### src/rtl/rom_arbiter_if.sv
// Request/response handshake bundle between the two ROM requesters and rom_arbiter.
// Bit 0 of each 2-bit vector is the fetch port, bit 1 is the data/debug port.
interface rom_arbiter_if;
   logic [1:0]  req_valid;
   logic [1:0]  req_ready;
   logic [31:0] req_addr0;
   logic [31:0] req_addr1;
   logic [1:0]  rsp_valid;
   logic [1:0]  rsp_ready;
   logic [31:0] rsp_data0;
   logic [31:0] rsp_data1;
   logic [1:0]  rsp_err;

   modport slave (
      input  req_valid, req_addr0, req_addr1, rsp_ready,
      output req_ready, rsp_valid, rsp_data0, rsp_data1, rsp_err
   );

   modport master (
      output req_valid, req_addr0, req_addr1, rsp_ready,
      input  req_ready, rsp_valid, rsp_data0, rsp_data1, rsp_err
   );
endinterface

### src/rtl/rom_arbiter.sv
// Round-robin arbiter sharing one combinational word ROM between fetch (port 0) and data (port 1).
// Optional ROM_ARB_ALIGN_CHK_EN: misaligned/out-of-range accesses return zero data with rsp_err set.
//
// state   | meaning (one slot per port)
// S_EMPTY | no response held, rsp_valid=0
// S_FULL  | response held in rsp_data, rsp_valid=1 until rsp_ready
module rom_arbiter #(
   parameter int DEPTH = 16,
   parameter int IDX_W = $clog2(DEPTH)
) (
   input  logic          clk,
   input  logic          reset,
   rom_arbiter_if.slave  bus,
   output logic [31:0]   mem_addr,
   input  logic [31:0]   mem_data
);

   typedef enum logic {
      S_EMPTY = 1'b0,
      S_FULL  = 1'b1
   } slot_state_e;

   localparam logic [IDX_W:0] DEPTH_L = DEPTH[IDX_W:0];

   slot_state_e state_q [2];
   slot_state_e state_d [2];
   logic [31:0] data_q [2];
   logic [31:0] data_d [2];
   logic        last_grant_q;
   logic        last_grant_d;

   logic [1:0]  rsp_valid;
   logic [1:0]  slot_free;
   logic [1:0]  eligible;
   logic [1:0]  grant;
   logic [31:0] gnt_addr;
   logic        in_range;
   logic        lookup_ok;
   logic [31:0] cap_data;

`ifdef ROM_ARB_ALIGN_CHK_EN
   logic [1:0]  err_q;
   logic [1:0]  err_d;
`endif

   assign rsp_valid = {state_q[1] == S_FULL, state_q[0] == S_FULL};
   assign slot_free = ~rsp_valid | bus.rsp_ready;
   assign eligible  = bus.req_valid & slot_free;

   // On a tie the port that did not win last time goes first.
   always_comb begin
      grant = 2'b00;
      if (!reset) begin
         if (eligible == 2'b11) begin
            grant = last_grant_q ? 2'b01 : 2'b10;
         end else begin
            grant = eligible;
         end
      end
   end

   always_comb begin
      last_grant_d = last_grant_q;
      if (grant[1]) begin
         last_grant_d = 1'b1;
      end else if (grant[0]) begin
         last_grant_d = 1'b0;
      end
   end

   assign gnt_addr = grant[1] ? bus.req_addr1 : bus.req_addr0;
   assign mem_addr = reset ? 32'h0000_0000 : gnt_addr;

   assign in_range = (gnt_addr[31:IDX_W+2] == '0) &&
                     ({1'b0, gnt_addr[IDX_W+1:2]} < DEPTH_L);

`ifdef ROM_ARB_ALIGN_CHK_EN
   assign lookup_ok = in_range && (gnt_addr[1:0] == 2'b00);
`else
   assign lookup_ok = in_range;
`endif

   assign cap_data = lookup_ok ? mem_data : 32'h0000_0000;

   always_comb begin
      for (int i = 0; i < 2; i++) begin
         state_d[i] = state_q[i];
         data_d[i]  = data_q[i];
`ifdef ROM_ARB_ALIGN_CHK_EN
         err_d[i]   = err_q[i];
`endif
         if (grant[i]) begin
            state_d[i] = S_FULL;
            data_d[i]  = cap_data;
`ifdef ROM_ARB_ALIGN_CHK_EN
            err_d[i]   = !lookup_ok;
`endif
         end else if (state_q[i] == S_FULL && bus.rsp_ready[i]) begin
            state_d[i] = S_EMPTY;
         end
      end
   end

   always_ff @(posedge clk) begin
      if (reset) begin
         state_q[0]   <= S_EMPTY;
         state_q[1]   <= S_EMPTY;
         data_q[0]    <= 32'h0000_0000;
         data_q[1]    <= 32'h0000_0000;
         last_grant_q <= 1'b1;
`ifdef ROM_ARB_ALIGN_CHK_EN
         err_q        <= 2'b00;
`endif
      end else begin
         state_q[0]   <= state_d[0];
         state_q[1]   <= state_d[1];
         data_q[0]    <= data_d[0];
         data_q[1]    <= data_d[1];
         last_grant_q <= last_grant_d;
`ifdef ROM_ARB_ALIGN_CHK_EN
         err_q        <= err_d;
`endif
      end
   end

   assign bus.req_ready = grant;
   assign bus.rsp_valid = rsp_valid;
   assign bus.rsp_data0 = data_q[0];
   assign bus.rsp_data1 = data_q[1];

`ifdef ROM_ARB_ALIGN_CHK_EN
   assign bus.rsp_err = err_q;
`else
   assign bus.rsp_err = 2'b00;
`endif

endmodule

### src/flat_wrapper.sv
// flat-port wrapper written by rule: the top's interface ports become plain ports
module rom_arbiter_flat 
#(
   parameter int DEPTH = 16,
   parameter int IDX_W = $clog2(DEPTH)
)
  (clk, reset, mem_addr, mem_data, bus_req_valid, bus_req_addr0, bus_req_addr1, bus_rsp_ready, bus_req_ready, bus_rsp_valid, bus_rsp_data0, bus_rsp_data1, bus_rsp_err);
  rom_arbiter_if bus_i ();
  input  logic clk;
  input  logic reset;
  output logic [31:0] mem_addr;
  input  logic [31:0] mem_data;
  input wire logic [$bits(bus_i.req_valid)-1:0] bus_req_valid;
  input wire logic [$bits(bus_i.req_addr0)-1:0] bus_req_addr0;
  input wire logic [$bits(bus_i.req_addr1)-1:0] bus_req_addr1;
  input wire logic [$bits(bus_i.rsp_ready)-1:0] bus_rsp_ready;
  output wire logic [$bits(bus_i.req_ready)-1:0] bus_req_ready;
  output wire logic [$bits(bus_i.rsp_valid)-1:0] bus_rsp_valid;
  output wire logic [$bits(bus_i.rsp_data0)-1:0] bus_rsp_data0;
  output wire logic [$bits(bus_i.rsp_data1)-1:0] bus_rsp_data1;
  output wire logic [$bits(bus_i.rsp_err)-1:0] bus_rsp_err;
  assign bus_i.req_valid = bus_req_valid;
  assign bus_i.req_addr0 = bus_req_addr0;
  assign bus_i.req_addr1 = bus_req_addr1;
  assign bus_i.rsp_ready = bus_rsp_ready;
  assign bus_req_ready = bus_i.req_ready;
  assign bus_rsp_valid = bus_i.rsp_valid;
  assign bus_rsp_data0 = bus_i.rsp_data0;
  assign bus_rsp_data1 = bus_i.rsp_data1;
  assign bus_rsp_err = bus_i.rsp_err;
  rom_arbiter #(.DEPTH(DEPTH), .IDX_W(IDX_W)) u_core (.clk(clk), .reset(reset), .bus(bus_i), .mem_addr(mem_addr), .mem_data(mem_data));
endmodule
### config.mk
export PLATFORM = sky130hd
export DESIGN_NAME = rom_arbiter_flat
export DESIGN_NICKNAME = d
export VERILOG_FILES = /design/src/rtl/rom_arbiter_if.sv /design/src/rtl/rom_arbiter.sv /design/src/flat_wrapper.sv
export SDC_FILE = /design/constraint.sdc
export NUM_CORES = 1
export LEC_CHECK = 0
export BUFFER_PORTS_ARGS = -buffer_cell sky130_fd_sc_hd__buf_2
export CAP_MARGIN = 20
export CORE_MARGIN = 5
export CORE_UTILIZATION = 36
export CTS_CLUSTER_SIZE = 10
export DETAILED_ROUTE_END_ITERATION = 12
export PLACE_DENSITY = 0.83
export SETUP_SLACK_MARGIN = 0.1
export SYNTH_ARGS = -nofsm -noshare
export SYNTH_HDL_FRONTEND = slang
export SYNTH_SLANG_ARGS = --single-unit
### constraint.sdc
create_clock -name clk -period 1.5 [get_ports clk]
set_input_delay 0.3 -clock clk [delete_from_list [all_inputs] [get_ports clk]]
set_output_delay 0.3 -clock clk [all_outputs]
set_load 0.05 [all_outputs]
* After elaboration in Yosys (flattened, before gate mapping)
Memory sizes are Yosys's and may differ from the RTL's. Index checks and enable logic that the tools add are counted.
Word-level totals: register bits after elaboration 1, output and inout bits 102, memories kept 2, logic and storage cells 34, memory bits (writable) 66
Memories:
- u_core.data_q | depth 2, width 32, rd ports 2, clocked after Yosys merged registers in 0, write ports 2, line rom_arbiter.sv:27 | logic [31:0] data_q [2];
- u_core.state_q | depth 2, width 1, rd ports 2, clocked after Yosys merged registers in 0, write ports 2, line rom_arbiter.sv:25 | slot_state_e state_q [2];
Cells by class: bitwise gates (word level) 7, reductions and logical operators 4, equal/unequal tests 1, mux-type cells 19
Operator list (count):
- two-way mux 32 bit | 7
- logical NOT 26 bit | 1
- two-way mux 1 bit | 9
- two-way mux 2 bit | 3
- OR 1 bit | 4
- bitwise AND 2 bit | 1
- == test 2 bit, second input constant | 1
- logical AND 1 bit | 2
- inverter 2 bit | 1
- OR 2 bit | 1
- OR reduction 2 bit | 1

* Depth between registers and ports, before layout
Gate-level depths: netlist of run 1. An unclocked memory read counts as a cell.
depth in word-level cells 12, mapped depth 6

* Worst setup path before layout of run 1
OpenSTA, ideal clock, no wires.
path kind reg-to-output, start memory u_core.state_q[0][0] (netlist bit), end output mem_addr[22], data required time 1.200 ns, arrival 2.742 ns, stages on the path, launching flop included 7, setup slack -1.542 ns, cell sequence dfxtp_1 and2b_4 o2111ai_4 inv_2 clkbuf_1 nand2_1 a21oi_1
RTL lines:
- start: declaration | line rom_arbiter.sv:25
- end: declaration | line flat_wrapper.sv:11 | output logic [31:0] mem_addr;

==> results of run 1 <==
-- worst min path at each step --
stage,startpoint,to,cells past startpoint
after floorplan,mem_data[13],u_core.data_q[0][13],1
after global placement,u_core.data_q[0][37],u_core.data_q[0][37],1
after detailed placement,u_core.data_q[0][55],u_core.data_q[0][55],1
after CTS,mem_data[18],u_core.data_q[0][18],2
after global routing,mem_data[18],u_core.data_q[0][50],2
final,mem_data[10],u_core.data_q[0][10],2
-- worst max-delay path: stages, from the launching register on --
cell and delay (ns):
dfxtp_4 0.34, and2b_4 0.17, o2111ai_4 0.25, buf_12 0.22, nand2_1 0.11, a21oi_4 0.17
buf_6 0.18
-- logic make-up (layout without fill, tap and decap cells) --
family | Yosys count | after routing | share of synthesized area (%)
compound gates | 102 | 102 | 30.0
simple gates | 84 | 84 | 14.7
flops | 67 | 67 | 50.0
buf+inv | 27 | 274 | 5.13
other cells | 1 | 3 | 0.140
-- report_power, final --
group | switching (mW) | leakage, nW | total [mW] | internal (mW)
combinational | 0.672 | 1.94 | 1.14 | 0.470
sequential | 0.00452 | 0.541 | 1.79 | 1.78
clock | 0.678 | 0.107 | 1.59 | 0.913
-- routing by layer --
layer / global-route usage (%) / up-vias / wire (um)
met4: 9.36 / 0 / 371
met3: 6.88 / 35 / 859
met1: 28.7 / 1587 / 4870
met2: 42.3 / 154 / 5970
li1: - / 1540 / -
met5: 0 / - / 0
-- cell type report --
cell class              instances  area, sq um
well taps                      99          124
diodes                          1         2.50
multi-input cells             188         1660
clock buffers                  11          163
inverters                       4         21.3
clock inverters                 5         58.8
fillers                       504         1970
flip-flops and latches         67         1350
repair buffers                254         1900
-- registers in the layout, indices dropped and copies added, names as in the netlist --
register	cells
u_core.data_q	64
u_core.state_q	2
u_core.last_grant_q	1
-- timing repair --
item | 4_1_cts | 5_1_grt
pin swaps | 4 | 4
setup buffers | 8 | 5
gates cloned | 4 | 1
setup endpoints to repair | 98 | 99
gates resized for setup | 91 | 18
-- synthesized netlist by cell type --
cell       number
buf_6           3
clkbuf_1       13
nand2_1        59
conb_1          1
nand4_1         2
inv_1           3
nor3_4          1
a31oi_1         2
dfxtp_1        67
and2b_4         1
a21oi_1        28
nor3_2          1
nor4_1         12
nor2_1          2
buf_4           2
a2111o_1        1
nand3_1         3
buf_2           5
inv_2           1
nor2b_4         1
a22o_1         70
o2111ai_4       1
nand2b_1        2
-- per-stage QoR --
step	std cells	setup TNS, ns	area, sq um
floorplan	282	-11.41	3140
CTS	623	-29.35	5160
global route	629	-44.58	5280
finish	629	-37.35	5280
global placement	595	-23.02	4470
detailed placement	595	-24.19	4470
==> flow_metrics.tcl, run 1 <==
set metrics [dict create \
    route.detailed.drc 0 \
    min_path_type "primary input to flop" \
    finalCritPeriodShare_pct 138 \
    total_power_mw 4.52 \
    finalSetupViolations 98 \
    grt_pass1_vias 3424 \
    synth.largest_area_cell "dfxtp_1" \
    initial_core_util_pct 37.0 \
    holdBufCountCts 0 \
    crit_fanout 27 \
    max-vdd-ir-drop_mv 0.851 \
    mostFrequentLayoutCells "buf_2 (167), a22o_1 (64), dfxtp_1 (64)" \
    cts_buffer_depth 2 \
    status "complete, but fails checks" \
    worst_slack_ns -0.570 \
    dp_slack_ns -0.445 \
    dr.pass1.iters 4 \
    cts_sinks 67 \
    rr_worst_depth 10 \
    cp-end-kind "primary output" \
    wl_um 12100 \
    core-area_sq_um 7250 \
    critical_path_class "flop to primary output" \
    crit_path_start "u_core.state_q[0][0]" \
    synth_area_leaders "dfxtp_1 (50%), a22o_1 (23%), nand2_1 (8.3%)" \
    final_max_slew_viol_count 0 \
    hold_slack_ns 0.191 \
    period_needed_ns 2.07 \
    synth_area_sq_um 2680 \
    r2r-end "u_core.data_q[0][20]" \
    antenna_found_initial 1 \
    crit_end "mem_addr[6]" \
    ys_warn_count 0 \
    synthCells 281 \
    start_kind "flop" \
    globalplace.congestion 0.936 \
    num_vias 3316 \
    port_buffers 201 \
    yosys_register_bits 67 \
    htreeDepth 3 \
    grt_max_degree 33 \
    hold_viol 0 \
    wl_per_cell_um 19.2 \
    violations "negative setup slack" \
    yosys.area.top_type_share_pct 50.0 \
    rsz0062_at_grt "true" \
    die_area_sq_um 9270 \
    max_cap_violations 0 \
    grt-ovfl-total 0 \
    r2r_setup_slack_ns -0.55 \
    cts_buffers 9 \
    final_common_cell "buf_2" \
    dr.first_iter.drc_count 136 \
    drive_above_1_share_pct 61.6 \
    synth-seq-area-share_pct 50.0 \
    std_cell_rows 31 \
    required_ns 1.20 \
    reg2reg_from "u_core.state_q[0][0]" \
    die_w_um 96.3 \
    clock_latency_ns 0.33 \
    syn_to_final_growth_pct 97.1 \
    nNetsFinal 626 \
    root_buffer "clkbuf_8" \
    ys_types 23 \
    power_density_nw_per_um2 856 \
    finalClockSkew_ns 0.00776 \
    arrival_ns 1.77 \
    dieHeight_um 96.3 \
    gr-usage-all-layers_pct 24.5 \
    io_pins 204 \
    max_freq_ghz 0.483 \
    cts_tree "done" \
    viasPerCell 5.27 \
    cts.clk_slew.worst_paths_ns 0.07 \
    antenna_left 0 \
    avgSynthCellArea_sq_um 9.54 \
    utilization_pct 72.8 \
    leakage_nw 2.59 \
    dp_hpwl_um 8020 \
    grt_pass1_wl_um 17300 \
]
Note: power is estimated with default switching activity, not from simulation.
==> inputs of run 2 (changes only) <==
Settings changed: CORE_UTILIZATION 36 to 40, MAX_ROUTING_LAYER from default to met4, PLACE_DENSITY 0.83 to 0.87.
Clock period 1.5 ns to 2.3 ns, I/O delays scaled along.
==> flow_metrics.tcl, run 2 (synthesis gave the netlist of run 1 again) <==
set metrics [dict create \
    status "completed" \
    num_vias 3149 \
    finalSetupViolations 0 \
    antenna_cells 0 \
    required_ns 1.84 \
    hold_slack_ns 0.351 \
    fillCellCount 446 \
    wl_per_cell_um 18.2 \
    dieHeight_um 91.9 \
    hp-start "mem_data[12]" \
    met1_usage_pct 25.7 \
    crit_path_start "u_core.state_q[0][0]" \
    critical_path_class "flop to primary output" \
    cts_buffers 9 \
    grt_pass1_vias 3102 \
    die_w_um 91.9 \
    syn_to_final_growth_pct 73.3 \
    die_area_sq_um 8440 \
    viasPerCell 5.53 \
    tightest_slew_ns 0.604 \
    wl_um 10400 \
    period_needed_ns 2.22 \
    cp_cell_sequence "and2b_4 > o2111ai_4 > inv_4 > buf_12 > a22o_2 > buf_8" \
    globalplace.congestion 0.910 \
    finalCritPeriodShare_pct 96.6 \
    critical_path_buf_inv_count 3 \
    met3_usage_pct 5.48 \
    grt_use_met2_pct 37.6 \
    cp_slowest_cell "dfxtp_2" \
    grt-ovfl-total 0 \
    max-vdd-ir-drop_mv 0.489 \
    dp_hpwl_um 7360 \
    crit_fanout 9 \
    initial_core_util_pct 41.7 \
    min_path_type "primary input to flop" \
    htreeDepth 3 \
    dr.first_iter.drc_count 112 \
    route.detailed.drc 0 \
    final_max_slew_viol_count 0 \
    area.sequential_sq_um 1350 \
    max_cap_violations 0 \
    fin_cells 569 \
    cts_buffer_depth 2 \
    cts_sinks 67 \
    dr.pass1.iters 5 \
    nNetsFinal 589 \
    largest_register_ffs 64 \
    antenna_found_initial 0 \
    multi_input_area_sq_um 1540 \
    max_freq_ghz 0.450 \
    core-area_sq_um 6420 \
    rsz0062_at_grt "true" \
    port_buffers 201 \
    grt_max_degree 34 \
    critPathTopFamily "compound AO/OA/AOI/OAI gates" \
    root_buffer "clkbuf_8" \
    grt.busiest_layer "met2" \
    grt_pass1_wl_um 15000 \
    start_kind "flop" \
    drive_above_1_share_pct 56.5 \
    finalClockSkew_ns 0.00750 \
    hold_viol 0 \
    mostFrequentLayoutCells "buf_2 (169), a22o_1 (64), dfxtp_1 (64)" \
    reg2reg_from "u_core.state_q[0][1]" \
    final_common_cell "buf_2" \
    io_pins 204 \
    std_cell_rows 29 \
    top_regs "u_core.data_q x64, u_core.state_q x2, u_core.last_grant_q x1" \
    top_register "u_core.data_q" \
    antenna_left 0 \
    fin_tns_setup_ns 0 \
    cp-end-kind "primary output" \
    arrival_ns 1.76 \
    critPathMaxStageDelay_ns 0.33 \
    gr-usage-all-layers_pct 22.6 \
    worst_slew_margin_rel_pct 59.7 \
    holdBufCountCts 0 \
    power_density_nw_per_um2 623 \
    cts.clk_slew.worst_paths_ns 0.07 \
    leakage_nw 2.26 \
    clock_latency_ns 0.33 \
    dp.cells 548 \
    cts_tree "done" \
]
==> run 2: changes by cell type in the layout (fill, tap and decap cells not counted), moves of 3 or more <==
cell	change
buf_16	-3
buf_8	-5
nand2_1	+7
buf_6	-5
nand2_4	-8
a22o_4	-6
a22o_2	+6
buf_12	-8
buf_4	-19
==> run 2: layout make-up <==
class	count	area share, %
clock buffer	11	3.04
inverter	4	0.377
multi-input combinational	188	33.2
clock inverter	5	1.83
tap	77	2.07
sequential	67	29.0
timing repair buffer	217	30.5
==> run 2: through the flow <==
step | cell area, sq um | util, % | power (mW) | worst slack, ns
2_1_floorplan | 3000 | - | 1.55 | 0.0722
3_3_place_gp | 4110 | 64.1 | 1.73 | 0.0918
3_5_place_dp | 4110 | 64.1 | 1.74 | 0.0576
4_1_cts | 4500 | 70.1 | 2.86 | 0.0747
5_1_grt | 4650 | 72.3 | 2.99 | 0.0136
6_report | 4650 | 72.3 | 2.89 | 0.0791
==> run 2: worst paths after layout <==
check                    endpoint  slack, ns  depth (start not counted)
min          u_core.data_q[0][12]       0.35                          2
max                   mem_addr[5]       0.08                          6
max reg2reg   u_core.data_q[0][3]       0.49                          7
min reg2reg  u_core.data_q[0][21]       0.48                          1
==> run 2: report_power, final <==
| part | internal (mW) | leakage [nW] | switching, mW |
|---|---|---|---|
| Combinational | 0.240 | 1.61 | 0.402 |
| Clock | 0.646 | 0.110 | 0.439 |
| Sequential | 1.16 | 0.541 | 0.00241 |
| Total | 2.05 | 2.26 | 0.843 |
==> run 2: what timing repair did <==
item / CTS / global route
cloned: 0 / 2
gates resized for setup: 53 / 22
endpoints found under the setup margin: 32 / 32
setup buffers: 1 / 2
pin swaps: 2 / 0
hold endpoints to repair: 0 / 0
==> run 2: routing by layer <==
layer | share of wire, % | vias to the layer above
li1 | - | 1450
met1 | 38 | 1467
met2 | 50 | 192
met3 | 8.3 | 40
met4 | 3.6 | 0
met5 | 0 | -
==> inputs of run 3 (changes only) <==
Settings changed: CORE_UTILIZATION 40 to 43, HOLD_SLACK_MARGIN from default to 0.06, PLACE_DENSITY 0.87 to 0.93, RECOVER_POWER from default to 100.
Clock period 2.3 ns to 2.75 ns, I/O delays scaled along.
==> flow_metrics.tcl, run 3 (synthesis gave the netlist of run 1 again) <==
set metrics [dict create \
    min_path_type "primary input to flop" \
    route.detailed.drc 0 \
    initial_core_util_pct 44.7 \
    holdBufCountCts 0 \
    cts.clk_slew.worst_paths_ns 0.07 \
    final_max_slew_viol_count 0 \
    grt_pass1_wl_um 14700 \
    postCtsSetupBuffers 0 \
    num_vias 3021 \
    largest_register_ffs 64 \
    crit_top_cell "clkbuf_1" \
    finalCritPeriodShare_pct 94.0 \
    max_cap_violations 0 \
    worst_slew_margin_rel_pct 37.8 \
    cp_cell_sequence "buf_2 > nand2b_1 > clkbuf_1 > a2111o_1 > inv_1 > clkbuf_1" \
    root_buffer "clkbuf_8" \
    wl_per_cell_um 17.4 \
    htreeDepth 3 \
    port_buffers 201 \
    syn_to_final_growth_pct 50.1 \
    globalplace.congestion 0.969 \
    cts_resized 0 \
    clock_latency_ns 0.34 \
    antenna_left 0 \
    nNetsFinal 580 \
    die_w_um 88.9 \
    mostFrequentLayoutCells "buf_2 (110), a22o_1 (70), clkbuf_1 (69)" \
    antenna_found_initial 1 \
    rsz0062_at_grt "false" \
    gr-usage-all-layers_pct 24.7 \
    final_common_cell "buf_2" \
    start_kind "primary input" \
    cts_buffers 9 \
    top_register "u_core.data_q" \
    dr.first_iter.drc_count 129 \
    grt_pass1_vias 2971 \
    drive_above_1_share_pct 39.0 \
    max-vdd-ir-drop_mv 0.465 \
    dr.pass1.iters 4 \
    status "completed" \
    viasPerCell 5.41 \
    hold_viol 0 \
    max_freq_ghz 0.387 \
    die_area_sq_um 7910 \
    arrival_ns 2.03 \
    critical_path_class "primary input to primary output" \
    crit_fanout 4 \
    top_regs "u_core.data_q x64, u_core.state_q x2, u_core.last_grant_q x1" \
    stdcell_area_sq_um 4020 \
    required_ns 2.20 \
    std_cell_rows 28 \
    dpl_cell_area_sq_um 3920 \
    core-area_sq_um 5990 \
    critPathMaxStageDelay_ns 0.49 \
    finalSetupViolations 0 \
    dieHeight_um 88.9 \
    power_density_nw_per_um2 544 \
    cts_tree "done" \
    tightest_slew_ns 0.933 \
    io_pins 204 \
    cts_buffer_depth 2 \
    cp-end-kind "primary output" \
    cp_slowest_cell "clkbuf_1" \
    cts_sinks 67 \
    dp_hpwl_um 7490 \
    leakage_nw 1.80 \
    wl_um 9720 \
    fillCellCount 531 \
    fin_tns_setup_ns 0 \
    finalClockSkew_ns 0.00899 \
    grt_max_degree 34 \
    period_needed_ns 2.58 \
    grt-ovfl-total 0 \
]
## run 3: cell types whose count changed in the layout (fill, tap and decap cells not counted), moves of 6 or more
cell      before  now
buf_4          9    3
buf_2        169  110
a21oi_2        0   18
a22o_2         6    0
a21oi_4       26    8
clkbuf_2       0   24
a22o_1        64   70
clkbuf_1       1   69
buf_6         31    0
## run 3: worst paths after layout
kind / startpoint / end / slack, ns / cells past startpoint
max: bus_rsp_ready[1] / bus_req_ready[0] / 0.17 / 6
min: mem_data[8] / u_core.data_q[0][40] / 0.44 / 2
max reg2reg: u_core.state_q[0][0] / u_core.data_q[0][39] / 0.69 / 5
min reg2reg: u_core.data_q[0][4] / u_core.data_q[0][4] / 0.48 / 1
## run 3: per-stage QoR
stage          util, %  instances  worst slack (ns)  power (mW)  hold WS [ns]
3_3_place_gp      65.4        542             0.304        1.42         0.456
5_1_grt           67.1        558            0.0538        2.28         0.416
6_report          67.1        558             0.166        2.19         0.436
2_1_floorplan        -        282            0.0130        1.27         0.482
3_5_place_dp      65.4        542             0.283        1.43         0.459
4_1_cts           68.6        557             0.214        2.21         0.415
## run 3: worst max-delay path, delay by kind of cell
kind	cells	cell delay (ns)
buffers and inverters	4	0.85
AO/OA/AOI/OAI	1	0.45
AND/OR/NAND/NOR	1	0.18
## run 3: layout make-up
cell class	instances	area, sq um	area share (%)
multi-input combinational	188	1400	34.8
sequential	67	1340	33.3
timing repair buffer	208	980	24.4
clock buffer	9	124	3.08
tap	75	93.8	2.33
clock inverter	6	67.6	1.68
inverter	4	15.0	0.373
antenna	1	2.50	0.0622
## run 3: report_power, final
part / switching (mW) / internal (mW) / leakage [nW]
combinational: 0.301 / 0.126 / 1.17
sequential: 0.00315 / 0.973 / 0.540
clock: 0.369 / 0.414 / 0.0913
total: 0.673 / 1.51 / 1.80
## run 3: layer usage
layer | part of all wire (%) | routed length (um) | vias to the layer above | global-route usage, %
met4 | 1.4 | 140 | 0 | 6.63
met3 | 8.7 | 843 | 14 | 7.74
li1 | - | - | 1436 | -
met2 | 49 | 4760 | 149 | 39.2
met1 | 41 | 3970 | 1422 | 30.7
met5 | 0 | 0 | - | -
